**src/rtl/ring_arb_pkg.sv**
```systemverilog
// Shared state encodings and ring helpers for the round-robin arbiter.
// Helpers operate on a 16-bit container; callers zero-extend and slice to N bits.
package ring_arb_pkg;

   typedef enum logic [1:0] {
      IDLE = 2'd0,
      BUSY = 2'd1,
      GAP  = 2'd2
   } arb_state_e;

   localparam int MAX_N = 16;

   function automatic logic [3:0] onehot2idx(input logic [MAX_N-1:0] v);
      logic [3:0] idx;
      idx = '0;
      for (int i = 0; i < MAX_N; i++) begin
         if (v[i]) idx = idx | 4'(i);
      end
      return idx;
   endfunction

   // Rotates only the low n bits; bit 0 wraps into bit n-1.
   function automatic logic [MAX_N-1:0] rotr1(input logic [MAX_N-1:0] v, input int n);
      logic [MAX_N-1:0] r;
      r = '0;
      for (int i = 0; i < MAX_N; i++) begin
         if (i < n) r[4'(i)] = v[4'((i + 1) % n)];
      end
      return r;
   endfunction

endpackage

```
**src/rtl/ring_rr_pick.sv**
```systemverilog
// Combinational priority search: starting at the pointer position and walking
// downwards with wrap, returns the first requesting client.
module ring_rr_pick #(
   parameter int N    = 8,
   parameter int IDXW = $clog2(N)
) (
   input  logic [N-1:0]    req,
   input  logic [N-1:0]    ptr,
   output logic [N-1:0]    win,
   output logic [IDXW-1:0] win_idx,
   output logic            any
);
   import ring_arb_pkg::*;

   logic [3:0]      ptr_idx;
   logic [IDXW-1:0] pos;

   always_comb begin
      ptr_idx = onehot2idx(MAX_N'(ptr));
      win     = '0;
      win_idx = '0;
      any     = 1'b0;
      pos     = '0;
      for (int i = 0; i < N; i++) begin
         pos = IDXW'((int'(ptr_idx) + N - i) % N);
         if (!any && req[pos]) begin
            any      = 1'b1;
            win[pos] = 1'b1;
            win_idx  = pos;
         end
      end
   end

endmodule

```
**src/rtl/ring_rr_arbiter.sv**
```systemverilog
// Round-robin arbiter with a right-rotating one-hot priority ring and one gap cycle
// between grants. Define RING_ARB_TIMEOUT_EN to force release after HOLD_MAX busy cycles.
module ring_rr_arbiter #(
   parameter  int N        = 8,
   parameter  int HOLD_MAX = 16,
   localparam int IDXW     = $clog2(N)
) (
   input  logic            clk,
   input  logic            rst_n,
   input  logic [N-1:0]    req,
   input  logic            done,
   output logic [N-1:0]    gnt,
   output logic [IDXW-1:0] gnt_idx,
   output logic            busy,
   output logic [N-1:0]    ptr,
   output logic            timeout
);
   import ring_arb_pkg::*;

   if (N < 2 || N > MAX_N || HOLD_MAX < 1) begin : g_bad_param
      $error("ring_rr_arbiter: N must be 2..16 and HOLD_MAX at least 1");
   end

   arb_state_e      state_q, state_d;
   logic [N-1:0]    gnt_q, gnt_d;
   logic [N-1:0]    ptr_q, ptr_d;
   logic [IDXW-1:0] gnt_idx_q, gnt_idx_d;
   logic [N-1:0]    win;
   logic [IDXW-1:0] win_idx;
   logic            any;
   logic            force_rel;
   logic [MAX_N-1:0] rot_ring;

   ring_rr_pick #(.N(N), .IDXW(IDXW)) u_pick (
      .req     (req),
      .ptr     (ptr_q),
      .win     (win),
      .win_idx (win_idx),
      .any     (any)
   );

`ifdef RING_ARB_TIMEOUT_EN
   localparam int CNTW = $clog2(HOLD_MAX + 1);
   logic [CNTW-1:0] cnt_q, cnt_d;

   // Counter sits at zero outside BUSY, so it is already cleared on entry.
   always_comb begin
      cnt_d = '0;
      if (state_q == BUSY) cnt_d = CNTW'(cnt_q + 1'b1);
   end

   always_ff @(posedge clk or negedge rst_n) begin
      if (!rst_n) cnt_q <= '0;
      else        cnt_q <= cnt_d;
   end

   assign force_rel = (state_q == BUSY) && (cnt_q == CNTW'(HOLD_MAX - 1))
                      && !done && req[gnt_idx_q];
   assign timeout   = force_rel;
`else
   assign force_rel = 1'b0;
   assign timeout   = 1'b0;
`endif

   always_comb begin
      state_d   = state_q;
      gnt_d     = gnt_q;
      gnt_idx_d = gnt_idx_q;
      ptr_d     = ptr_q;
      rot_ring  = rotr1(MAX_N'(gnt_q), N);
      case (state_q)
         IDLE: begin
            if (any) begin
               gnt_d     = win;
               gnt_idx_d = win_idx;
               state_d   = BUSY;
            end
         end
         BUSY: begin
            // Winner drops to lowest priority: its right neighbour leads next round.
            if (done || !req[gnt_idx_q] || force_rel) begin
               gnt_d   = '0;
               ptr_d   = rot_ring[N-1:0];
               state_d = GAP;
            end
         end
         GAP:     state_d = IDLE;
         default: begin
            state_d = IDLE;
            gnt_d   = '0;
         end
      endcase
   end

   always_ff @(posedge clk or negedge rst_n) begin
      if (!rst_n) begin
         state_q   <= IDLE;
         gnt_q     <= '0;
         gnt_idx_q <= '0;
         ptr_q     <= {1'b1, {(N-1){1'b0}}};
      end else begin
         state_q   <= state_d;
         gnt_q     <= gnt_d;
         gnt_idx_q <= gnt_idx_d;
         ptr_q     <= ptr_d;
      end
   end

   assign gnt     = gnt_q;
   assign gnt_idx = gnt_idx_q;
   assign busy    = (state_q == BUSY);
   assign ptr     = ptr_q;

endmodule

```
**config.mk**
```make
export PLATFORM = sky130hd
export DESIGN_NAME = ring_rr_arbiter
export DESIGN_NICKNAME = d
export VERILOG_FILES = /design/src/rtl/ring_arb_pkg.sv /design/src/rtl/ring_rr_pick.sv /design/src/rtl/ring_rr_arbiter.sv
export SDC_FILE = /design/constraint.sdc
export NUM_CORES = 1
export LEC_CHECK = 0
export CAP_MARGIN = 20
export CORE_MARGIN = 4
export CORE_UTILIZATION = 30
export DETAILED_ROUTE_END_ITERATION = 6
export GPL_ROUTABILITY_DRIVEN = 0
export SYNTH_ARGS = -nofsm -noshare
export SYNTH_HDL_FRONTEND = slang
export SYNTH_HIERARCHICAL = 1
export SYNTH_SLANG_ARGS = --single-unit
```
**constraint.sdc**
```tcl
create_clock -name clk -period 13.4 [get_ports clk]
set_clock_uncertainty 0.2 [all_clocks]
set_input_delay 2.01 -clock clk [delete_from_list [all_inputs] [get_ports clk]]
set_output_delay 2.01 -clock clk [all_outputs]
set_load 0.01 [all_outputs]
```
* Word-level counts from Yosys, hierarchy flattened *
Index checks and enable logic that the tools add are counted.

word-level totals
  logic and storage cells = 141
  bits of input ports = 11
  register bits after elaboration = 21

cells by class
  equal/unequal tests = 4
  mux-type cells = 71
  reduce and logical (&&, ||, !) cells = 29
  $lt $le $gt $ge = 17
  $add $sub $neg = 8
  bitwise logic cells = 8

operator list
  operator               count
  $mux W8                10
  $or A8 B8 Y8           7
  $lt A3 B4 Y1 const B   9
  $mux W3                12
  $bmux W1 S3            9
  $mux W1                26
  $demux W1 S3           8
  $ge A3 B1 Y1 const B   8
  $pmux W8 S3            1
  $logic_and A1 B1 Y1    15
  $sub A3 B3 Y3 const B  4
  $logic_not A1 Y1       8
  $mux W2                4
  $reduce_and A2 Y1      3
  $sub A3 B2 Y3 const B  2
  $pmux W2 S2            1
  $add A3 B1 Y3 const B  1
  $reduce_and A3 Y1      1
  $sub A3 B1 Y3 const B  1
  $eq A2 B1 Y1 const B   1
  $eq A2 B2 Y1 const B   1
  $logic_not A2 Y1       1
  $ne A2 B1 Y1 const B   1
  $ne A2 B2 Y1 const B   1
  2 further kinds        2

* Depth between registers and ports, before layout *
  word-level depth = 34
  gate-level depth with buffers = 16
  gate-level depth less buffers = 13

* Cells and area by module *
The synthesis kept the hierarchy.

modules (own cells, without submodules)
  module           area each (µm²)  cells each  sequential area each (µm²)  instances
  ring_rr_pick     1249.9           174         0.0                         1
  ring_rr_arbiter  968.4            72          526.8                       1

* Worst setup path before layout *
Ideal clock, no wire load.

  path kind = input-to-reg
  start point = input req[4]
  end point = register gnt_idx_q[0], in the netlist gnt_idx[0]
  data required time = 13.075 ns
  cell stages on the path = 11
  data arrival time = 4.472 ns
  slack = 8.604 ns
  library setup time = 0.125 ns
  buffers on the path = 2
  cell sequence = or3_1 o32a_1 a2111oi_0 nor4_1 and4bb_1 buf_6 buf_2 nand4_1 nor2b_1 and2_1 mux2_2

between the ends
  word-level cells in the longest chain between the ends = 25
  elaborated cells between the ends (all ways) = 47

RTL lines
  what                           RTL line                text
  start: declaration             ring_rr_arbiter.sv:10   input logic [N-1:0] req,
  $bmux W1 S3                    ring_rr_pick.sv:26      if (!any && req[pos]) begin
  $mux W1 (implied by the code)  ring_rr_pick.sv:26
  $mux W1                        ring_rr_pick.sv:26
  $logic_not A1 Y1               ring_rr_pick.sv:26
  $logic_and A1 B1 Y1            ring_rr_pick.sv:26
  $mux W1                        ring_rr_pick.sv:26
  $logic_not A1 Y1               ring_rr_pick.sv:26
  $logic_and A1 B1 Y1            ring_rr_pick.sv:26
  (+10 left out)                 --
  $logic_not A1 Y1               ring_rr_pick.sv:26
  $logic_and A1 B1 Y1            ring_rr_pick.sv:26
  $mux W1                        ring_rr_pick.sv:26
  $logic_not A1 Y1               ring_rr_pick.sv:26
  $logic_and A1 B1 Y1            ring_rr_pick.sv:26
  $mux W1 *                      ring_rr_pick.sv:26
  via any                        ring_rr_arbiter.sv:30   logic any;
  $reduce_and A2 Y1 (no line) *  --
  end signal: assignment         ring_rr_arbiter.sv:104  gnt_idx_q <= gnt_idx_d;
  end: declaration               ring_rr_arbiter.sv:27   logic [IDXW-1:0] gnt_idx_q, gnt_idx_d;

The timed path passes the listed nets; every way through them passes the cells marked *. The select of a mux whose other input is x is not followed.
A chain may end at the register's enable or synchronous reset.

* Worst setup path in the final report *
  start point = input req[4]
  end point = register gnt_q[2], in the netlist gnt[2]

between the ends
  word-level cells in the longest chain between the ends = 26
  elaborated cells between the ends (all ways) = 62

RTL lines
  what                           RTL line                text
  $bmux W1 S3                    ring_rr_pick.sv:26
  $mux W1 (implied by the code)  ring_rr_pick.sv:26
  $mux W1                        ring_rr_pick.sv:26
  $logic_not A1 Y1               ring_rr_pick.sv:26
  $logic_and A1 B1 Y1            ring_rr_pick.sv:26
  $mux W1                        ring_rr_pick.sv:26
  $logic_not A1 Y1               ring_rr_pick.sv:26
  $logic_and A1 B1 Y1            ring_rr_pick.sv:26
  (+11 left out)                 --
  $logic_and A1 B1 Y1            ring_rr_pick.sv:26
  $mux W1                        ring_rr_pick.sv:26
  $logic_not A1 Y1               ring_rr_pick.sv:26
  $logic_and A1 B1 Y1            ring_rr_pick.sv:26
  $mux W1 *                      ring_rr_pick.sv:26
  via any                        ring_rr_arbiter.sv:30
  $ne A2 B2 Y1 (no line) *       --
  $reduce_and A3 Y1 (no line) *  --
  end signal: assignment         ring_rr_arbiter.sv:103  gnt_q <= gnt_d;
  end: declaration               ring_rr_arbiter.sv:25   logic [N-1:0] gnt_q, gnt_d;

Marks and branches as above.

==> impl_metrics.py <==
metrics = {
    "logic_synthesis": {
        "ys_seq_area_frac": 0.237,
        "synth.area.top_cells": "dfrtp_1 23%, mux2_2 8.1%, mux4_2 6.1%",
        "async_reset_ff_frac": 1.00,
        "synth.most_common_cell": "nand2_1",
        "syn-num-nets": 263,
        "synth-seq-cells": 21,
        "avgSynthCellArea_sq_um": 9.02,
        "synth_area_leader_cell": "dfrtp_1",
        "synth_commonest_cells": "30 x nand2_1, 20 x dfrtp_1, 16 x mux2_2",
        "synth_ff_type": "dfrtp_1",
        "syn_area_sq_um": 2220,
        "ys_types": 63,
        "yosysWarnings": 6,
        "synth_cells": 246,
        "synth_edf_count": 0,
        "synth_top_area_frac": 0.226,
    },
    "place": {
        "portBuffers": 30,
        "dpl.hpwl_mm": 5.00,
        "place_ws_ns": 7.52,
        "placed_area_sq_um": 2560,
    },
    "grt": {
        "grt_pass1_wl_mm": 10.9,
        "grt_usage": 0.155,
        "antenna_found_initial": 0,
        "grt_pass1_vias": 2083,
        "grt_max_degree": 22,
        "grt_overflow": 0,
    },
    "timing": {
        "period_needed_ns": 5.72,
        "timing.slew.headroom": 0.371,
        "setup_slack_ns": 7.68,
        "fin_setup_tns_ns": 0,
        "drv_slew": 0,
        "fmax_ghz": 0.175,
        "setup_viol": 0,
        "rsz0062_at_grt": "false",
        "finalCritPeriodShare": 0.427,
        "hold_viol": 0,
        "tightest_slew_ns": 0.940,
    },
    "cts": {
        "cts.sinks": 21,
        "cts_resized": 0,
        "cts_root_buf": "clkbuf_8",
        "insertion_delay_ns": 0.26,
        "ctsHoldBuffers": 0,
        "cts_inserted_buffers": 3,
        "h-tree-depth": 1,
        "clk_path_buf_depth": 2,
        "post_cts_buffers": 0,
        "clk_pin_slew_ns": 0.08,
        "cts_tree": "done",
    },
    "detailed_routing": {
        "first_iter_violations": 252,
        "ant_nets": 0,
        "num_vias": 2194,
        "viasPerCell": 5.98,
        "drc_errors": 0,
        "drt-total-wl_mm": 6.61,
        "wl_per_cell_um": 18.0,
        "drtPass1Iterations": 5,
    },
    "floorplan": {
        "io_pins": 32,
        "dieArea_sq_um": 8830,
        "num_rows": 31,
        "die_h_um": 94.0,
        "die_w_um": 94.0,
        "core_area_sq_um": 7210,
        "start_util": 0.307,
    },
    "finish": {
        "n_antenna_cell": 0,
        "layout.nets": 286,
        "drive_above_1_share": 0.172,
        "design_area_sq_um": 2610,
        "syn_to_final_growth_pct": 17.8,
    },
    "worst_setup_path": {
        "cp-start-kind": "input port",
        "critPathBufInv": 1,
        "required_ns": 13.41,
        "worstSetupPathType": "input port to register",
        "cp_top_family": "simple AND/OR/NAND/NOR gates",
        "path_max_fanout": 18,
        "cp.arrival_ns": 5.73,
        "end_kind": "register",
        "cp_cell_sequence": "clkdlybuf4s50_1 -> or3_1 -> o32a_1 -> a2111oi_0 -> nor4_1 -> and4bb_1 -> nand4_1 -> a21oi_1 -> a32o_1 -> a31o_2",
        "slowest_stage": "and4bb_1",
        "slowest_delay_ns": 0.70,
    },
    "outcome": {
        "status": "finished, final reports clean",
    },
    "flow_run": {
        "maxCapViolCount": 0,
    },
    "min_path": {
        "hold_class": "register to register",
    },
}
==> worst paths after layout <==
check	slack, ns	depth (start not counted)	end	startpoint
setup / recovery	7.68	10	gnt[2]	req[4]
hold / removal	0.32	1	ptr[0]	ptr[0]
setup reg to reg	7.84	12	gnt[2]	ptr[3]
hold reg to reg	0.32	1	ptr[0]	ptr[0]
max in group asynchronous	10.35	1	ptr[2]	rst_n
min in group asynchronous	2.06	1	gnt[4]	rst_n
==> per-stage QoR <==
stage / cells / util / hold slack, ns
2_1_floorplan: 246 / - / 0.351
3_3_place_gp: 362 / 0.355 / 0.293
3_5_place_dp: 362 / 0.355 / 0.299
4_1_cts: 366 / 0.362 / 0.324
5_1_grt: 367 / 0.362 / 0.361
6_report: 367 / 0.362 / 0.319
==> kinds of logic after synthesis <==
family                   share of synthesized area
AND/OR/NAND/NOR                              0.196
AO/OA/AOI/OAI                                0.285
buffers and inverters                       0.0587
multiplexers                                 0.165
adder cells (fa/ha/maj)                     0.0338
flip-flops                                   0.237
XOR/XNOR                                    0.0231
other                                      0.00169
==> worst reg2reg max path, stage by stage (launching register included) <==
cell and delay [ns]:
dfrtp_1 0.46, or4_1 0.86, clkinv_8 0.17, ha_1 0.41, inv_1 0.23, mux4_2 0.61, a2111oi_0 0.45, nor4_1 0.16
and4bb_1 0.70, nand4_1 0.35, a21oi_1 0.62, a32o_1 0.21, a31o_2 0.10
==> routing by layer <==
layer,up-vias,track usage,share of wire
met4,0,0.0397,0.017
met5,-,0,0
li1,1022,-,-
met1,1061,0.210,0.45
met3,14,0.0264,0.061
met2,97,0.257,0.47
==> state kept, by name, indices dropped and copies added (netlist names) <==
name and flops:
state_q 2, gnt 8, gnt_idx 3, ptr 8
==> cell usage in the layout, fill, tap and decap left out, types with 2 or more instances in the layout <==
cell	Yosys	layout
a211o_1	2	2
a21o_1	3	3
a21oi_1	14	14
a221o_1	2	2
a221oi_1	2	2
a222oi_1	4	4
a31o_2	6	6
a32o_1	5	5
a32oi_1	3	3
and2_1	3	3
clkbuf_8	0	3
clkdlybuf4s50_1	0	30
dfrtp_1	20	20
ha_1	6	6
inv_1	6	6
mux2_2	16	16
mux2i_1	5	5
mux4_2	6	6
nand2_1	30	30
nand3_1	4	4
nand4_1	10	10
nor2_1	13	13
nor2b_1	2	2
nor3_1	4	4
nor4_1	5	5
o211ai_1	4	4
o21a_1	4	4
o21ai_0	13	13
o22a_1	2	2
o22ai_1	3	3
or3_1	2	2
or4_1	2	2
xnor2_1	3	3
==> cell type report <==
type                    count  area (sq um)
repair buffers             32           313
inverters                   8          42.5
clock buffers               3          41.3
flip-flops and latches     21           527
clock inverters             1          5.00
fillers                   774          4600
multi-input cells         203          1560
well taps                  99           124
Power is not shown: default switching activity piles up to over one toggle a cycle in this logic, so the estimate is an artifact.
